`config.mk`:
```
export PLATFORM = sky130hd
export DESIGN_NAME = oric_tap_player
export DESIGN_NICKNAME = d
export VERILOG_FILES = /design/src/rtl/oric_tap_player.sv
export SDC_FILE = /design/constraint.sdc
export NUM_CORES = 1
export LEC_CHECK = 0
export CORE_ASPECT_RATIO = 0.6
export CORE_MARGIN = 3
export CORE_UTILIZATION = 55
export CTS_CLUSTER_SIZE = 30
export DETAILED_ROUTE_END_ITERATION = 8
export GPL_ROUTABILITY_DRIVEN = 0
export HOLD_SLACK_MARGIN = 0.06
export PLACE_DENSITY = 0.8
export SLEW_MARGIN = 20
export SYNTH_ARGS = -nofsm -noshare
export SYNTH_HDL_FRONTEND = slang
export SYNTH_SLANG_ARGS = --single-unit
```
`constraint.sdc`:
```
create_clock -name clk -period 2.8 [get_ports clk]
set_input_delay 0.42 -clock clk [delete_from_list [all_inputs] [get_ports clk]]
set_output_delay 0.42 -clock clk [all_outputs]
set_load 0.05 [all_outputs]
```
`src/rtl/oric_tap_player.sv`:
```
// Oric-format TAP cassette player: fetches bytes from the tape cache and
// serialises each as a start/data/parity/stop frame of square-wave pulses.
module oric_tap_player #(
    parameter int ADDR_W    = 16,
    parameter int HALF1     = 5000,
    parameter int HALF0     = 10000,
    parameter int STOP_BITS = 3,
    parameter int LOOP      = 0
) (
    input  logic              clk,
    input  logic              reset,
    input  logic              rewind,
    input  logic              en,
    input  logic [ADDR_W-1:0] tape_end,
    output logic [ADDR_W-1:0] tape_addr,
    input  logic [7:0]        tape_data,
    output logic              data,
    output logic              busy,
    output logic              eot
);

    localparam int FRAME_W = 10 + STOP_BITS;
    localparam int HMAX    = (HALF0 > HALF1) ? HALF0 : HALF1;
    localparam int TMR_W   = (HMAX > 1) ? $clog2(HMAX) : 1;
    localparam int CNT_W   = $clog2(FRAME_W + 1);

    localparam logic [TMR_W-1:0] H1_LD = TMR_W'(HALF1 - 1);
    localparam logic [TMR_W-1:0] H0_LD = TMR_W'(HALF0 - 1);

    typedef enum logic [2:0] {
        S_IDLE,
        S_FETCH,
        S_LOAD,
        S_HI,
        S_LO,
        S_DONE
    } state_t;

    state_t             r_state;
    logic [TMR_W-1:0]   r_timer;
    logic [FRAME_W-1:0] r_frame;
    logic [CNT_W-1:0]   r_bits;

    function automatic logic [TMR_W-1:0] half_load(input logic bit_val);
        return bit_val ? H1_LD : H0_LD;
    endfunction

    // Frame is shifted out LSB first: start(0), data[0..7], odd parity, stop 1s.
    function automatic logic [FRAME_W-1:0] make_frame(input logic [7:0] d);
        return {{STOP_BITS{1'b1}}, ~^d, d, 1'b0};
    endfunction

    always_ff @(posedge clk or posedge reset) begin
        if (reset) begin
            tape_addr <= '0;
            data      <= 1'b0;
            busy      <= 1'b0;
            eot       <= 1'b0;
            r_state   <= S_IDLE;
            r_timer   <= '0;
            r_frame   <= '0;
            r_bits    <= '0;
        end else if (rewind) begin
            tape_addr <= '0;
            data      <= 1'b0;
            busy      <= 1'b0;
            eot       <= 1'b0;
            r_state   <= S_IDLE;
            r_timer   <= '0;
            r_frame   <= '0;
            r_bits    <= '0;
        end else begin
            case (r_state)
                S_IDLE: begin
                    if (en && !eot) r_state <= S_FETCH;
                end
                S_FETCH: begin
                    r_state <= S_LOAD;
                end
                S_LOAD: begin
                    r_frame <= make_frame(tape_data);
                    r_bits  <= CNT_W'(FRAME_W);
                    r_timer <= H0_LD;
                    data    <= 1'b1;
                    busy    <= 1'b1;
                    r_state <= S_HI;
                end
                // Pause only freezes the pulse phases; fetch/load always run to HI.
                S_HI: begin
                    if (en) begin
                        if (r_timer == '0) begin
                            r_timer <= half_load(r_frame[0]);
                            data    <= 1'b0;
                            r_state <= S_LO;
                        end else begin
                            r_timer <= r_timer - TMR_W'(1);
                        end
                    end
                end
                S_LO: begin
                    if (en) begin
                        if (r_timer != '0) begin
                            r_timer <= r_timer - TMR_W'(1);
                        end else if (r_bits > CNT_W'(1)) begin
                            r_frame <= r_frame >> 1;
                            r_bits  <= r_bits - CNT_W'(1);
                            r_timer <= half_load(r_frame[1]);
                            data    <= 1'b1;
                            r_state <= S_HI;
                        end else begin
                            r_frame <= r_frame >> 1;
                            r_bits  <= '0;
                            busy    <= 1'b0;
                            if (tape_addr == tape_end) begin
                                r_state <= S_DONE;
                            end else begin
                                tape_addr <= tape_addr + ADDR_W'(1);
                                r_state   <= S_FETCH;
                            end
                        end
                    end
                end
                S_DONE: begin
                    if (LOOP != 0) begin
                        tape_addr <= '0;
                        r_state   <= S_FETCH;
                    end else begin
                        eot     <= 1'b1;
                        data    <= 1'b0;
                        r_state <= S_IDLE;
                    end
                end
                default: r_state <= S_IDLE;
            endcase
        end
    end

endmodule

```
==> flow_summary.yaml <==
critical_path:
  crit_path_max_fanout: 21
  path_cells: "or3b_2, nor4_4, nand2_2, or4_1, a21oi_1"
  critPathArrivalTime_ps: 2940
  crit_path_start: "r_state[0]$_DFFE_PP0P_"
  cp-start-kind: "flop"
  reg2reg_from: "r_state[0]$_DFFE_PP0P_"
  critPathCaptureType: "flop"
  required_ps: 3030
  critPathKind: "reg -> reg"
  crit_path_max_incr_delay_ps: 560
  crit_slowest_cell: "or4_1"
logic_synthesis:
  synth_area_per_cell_um2: 9.08
  ys_seq_area_share_pct: 40.5
  synth_seq_cells: 53
  synthXorXnorAreaFrac_pct: 6.15
  synth_edf_count: 0
  synthSimpleGateAreaFrac_pct: 25.0
  synth_cell_type_count: 57
  ys.flop_type: "dfrtp_1"
  synth_area_um2: 3280
  synth_compound_area_share_pct: 22.7
  ys_async_sr_fraction_pct: 100
  netlist_top_cells_count: "dfrtp_1, a21oi_1, nand2_1"
  synth_top_family_by_area: "simple AND/OR/NAND/NOR gates"
  synthCells: 361
  synth_top_cell_area_share_pct: 40.5
  muxShareOfSynthArea_pct: 0.305
  synthAdderAreaFrac_pct: 1.53
  ys_top_cells_by_area: "dfrtp_1, xnor2_1, a21oi_1"
  ys_warn_count: 0
  synth.most_common_cell: "dfrtp_1"
  syn_nets: 393
  yosysTopAreaCell: "dfrtp_1"
routing:
  vias_per_cell: 6.32
  drt_iter0_drc: 316
  vias: 3174
  wl_per_cell_um: 17.8
  drc: 0
  drt_wl_total_um: 8930
  first_pass_iters: 4
  ant_nets: 0
timing:
  worst_slack_ps: 93.5
  max_slew_margin_pct: 42.9
  tightest_slew_ps: 849
  slew_viol_final: 0
  fin_worst_skew_ps: 9.75
  hold_viol: 0
  holdWs_ps: 493
  max_freq_mhz: 369
  setup_tns_ps: 0
  rsz0062_at_grt: "yes"
  min_period_over_period_pct: 96.7
  finalSetupViolCount: 0
  post-route-min-period_ps: 2710
clock_network:
  h-tree-depth: 2
  cts_buffers: 5
  cts.reportedPaths.clkPinSlew_ps: 90
  clockBufferDepth: 2
  clock-sinks: 53
  cts_hold_buf: 0
  clk_latency_ps: 300
  tritoncts: "yes"
  cts_root_buf: "clkbuf_8"
run:
  maxCapViolations: 0
global_route:
  grt_pass1_wl_um: 15100
  grt_use_total_pct: 27.1
  grt_overflow: 0
  grt_max_degree: 54
  antenna_found_initial: 0
  grt_pass1_vias: 2949
layout:
  syn2layout_area_growth_pct: 23.2
  final_util_pct: 71.1
  nNetsFinal: 453
  fillCellCount: 479
  drive_gt1_share_pct: 12.3
  antenna_cells: 0
status:
  outcome: "completed"
placed_design:
  io_buffers: 46
  dpl.hpwl_um: 6500
  dp_worst_setup_slack_ps: -177
pwr:
  p_per_area_nw_per_um2: 516
  vdd_drop_max_mv: 0.305
  power_leakage_uw: 0.00158
  total_power_uw: 2080
floorplanning:
  coreArea_um2: 5680
  die_h_um: 65.8
  io_pins: 47
  dieArea_um2: 6950
  start_util_pct: 57.7
  fp.dieW_um: 106
  rows: 21
worst_hold_path:
  hp-start: "r_frame[12]$_DFFE_PP0P_"
  min_path_type: "reg -> reg"
-- kinds of logic after synthesis --
| group | count (synthesis) |
|---|---|
| adders and majority gates | 4 |
| AOI/OAI and AO/OA | 108 |
| buffers and inverters | 29 |
| xor gates and xnor gates | 23 |
| DFF | 53 |
| and+or+nand+nor | 143 |
| muxes | 1 |
-- timing repair --
item                       CTS  global route
resized for setup            0             1
setup buffers                0             0
setup endpoints to repair    0             6
-- per-stage QoR --
stage                     instances  instance area [um2]
final                           502                 4040
after global placement          494                 3950
after global routing            502                 4040
after CTS                       502                 4030
after floorplan                 361                 3280
after detailed placement        494                 3950
-- power breakdown --
| part | internal [uW] | leakage (uW) | total [uW] | switching (uW) |
|---|---|---|---|---|
| logic | 314 | 0.000809 | 744 | 431 |
| registers | 834 | 0.000726 | 917 | 82.3 |
| clock network | 174 | 0.0000450 | 423 | 249 |
| total | 1320 | 0.00158 | 2080 | 762 |
-- worst paths after layout --
path | end | slack, ps | cells after the start
setup / recovery | tape_addr[13]$_DFFE_PP0P_ | 90 | 5
hold / removal | r_frame[12]$_DFFE_PP0P_ | 490 | 1
setup reg to reg | tape_addr[13]$_DFFE_PP0P_ | 90 | 5
hold reg to reg | r_frame[12]$_DFFE_PP0P_ | 490 | 1
max in group asynchronous | r_timer[3]$_DFFE_PP0P_ | 1740 | 3
min in group asynchronous | tape_addr[13]$_DFFE_PP0P_ | 600 | 3
-- sequential cells by signal (all words and copies together), names as in the netlist --
register   cells
tape_addr     16
r_timer       14
r_frame       13
r_bits         4
r_state        3
busy           1
data           1
eot            1
-- cell type report --
type	instances	area, um2	area share, %
clock buffers	6	72.6	1.80
well taps	80	100	2.48
inverters	11	41.3	1.02
flip-flops and latches	53	1330	32.8
multi-input cells	279	1840	45.6
repair buffers	71	648	16.1
clock inverters	2	10.0	0.248
-- placed cells by master, fill, tap and decap left out, types with 6 or more instances in the layout --
master | netlist | layout
dfrtp_1 | 53 | 53
clkdlybuf4s50_1 | 0 | 46
a21oi_1 | 28 | 27
buf_4 | 1 | 25
nand2_1 | 24 | 23
xnor2_1 | 23 | 23
o21ai_0 | 20 | 20
nor2_1 | 20 | 20
nand3_1 | 17 | 17
nor3_1 | 13 | 13
or4_1 | 11 | 11
inv_1 | 11 | 10
or3_1 | 9 | 9
o31ai_1 | 8 | 8
a311oi_1 | 7 | 7
nand4_1 | 7 | 7
and2_1 | 7 | 7
a221o_1 | 7 | 7
nor4_1 | 7 | 6
-- critical path, delay by kind of cell, from the launching register on --
family | cells | cell delay (ps)
AO/OA/AOI/OAI | 1 | 160
flip-flops | 1 | 470
AND/OR/NAND/NOR | 4 | 1980
-- routing by layer --
metal	vias to the layer above	wire [um]	global-route usage (%)	part of all wire (%)
li1	1496	-	-	-
met1	1542	4300	42.4	48
met2	130	3920	39.8	44
met3	6	671	4.59	7.5
met4	0	45	4.52	0.50
met5	-	0	0	0
(Power assumes the default switching activity.)
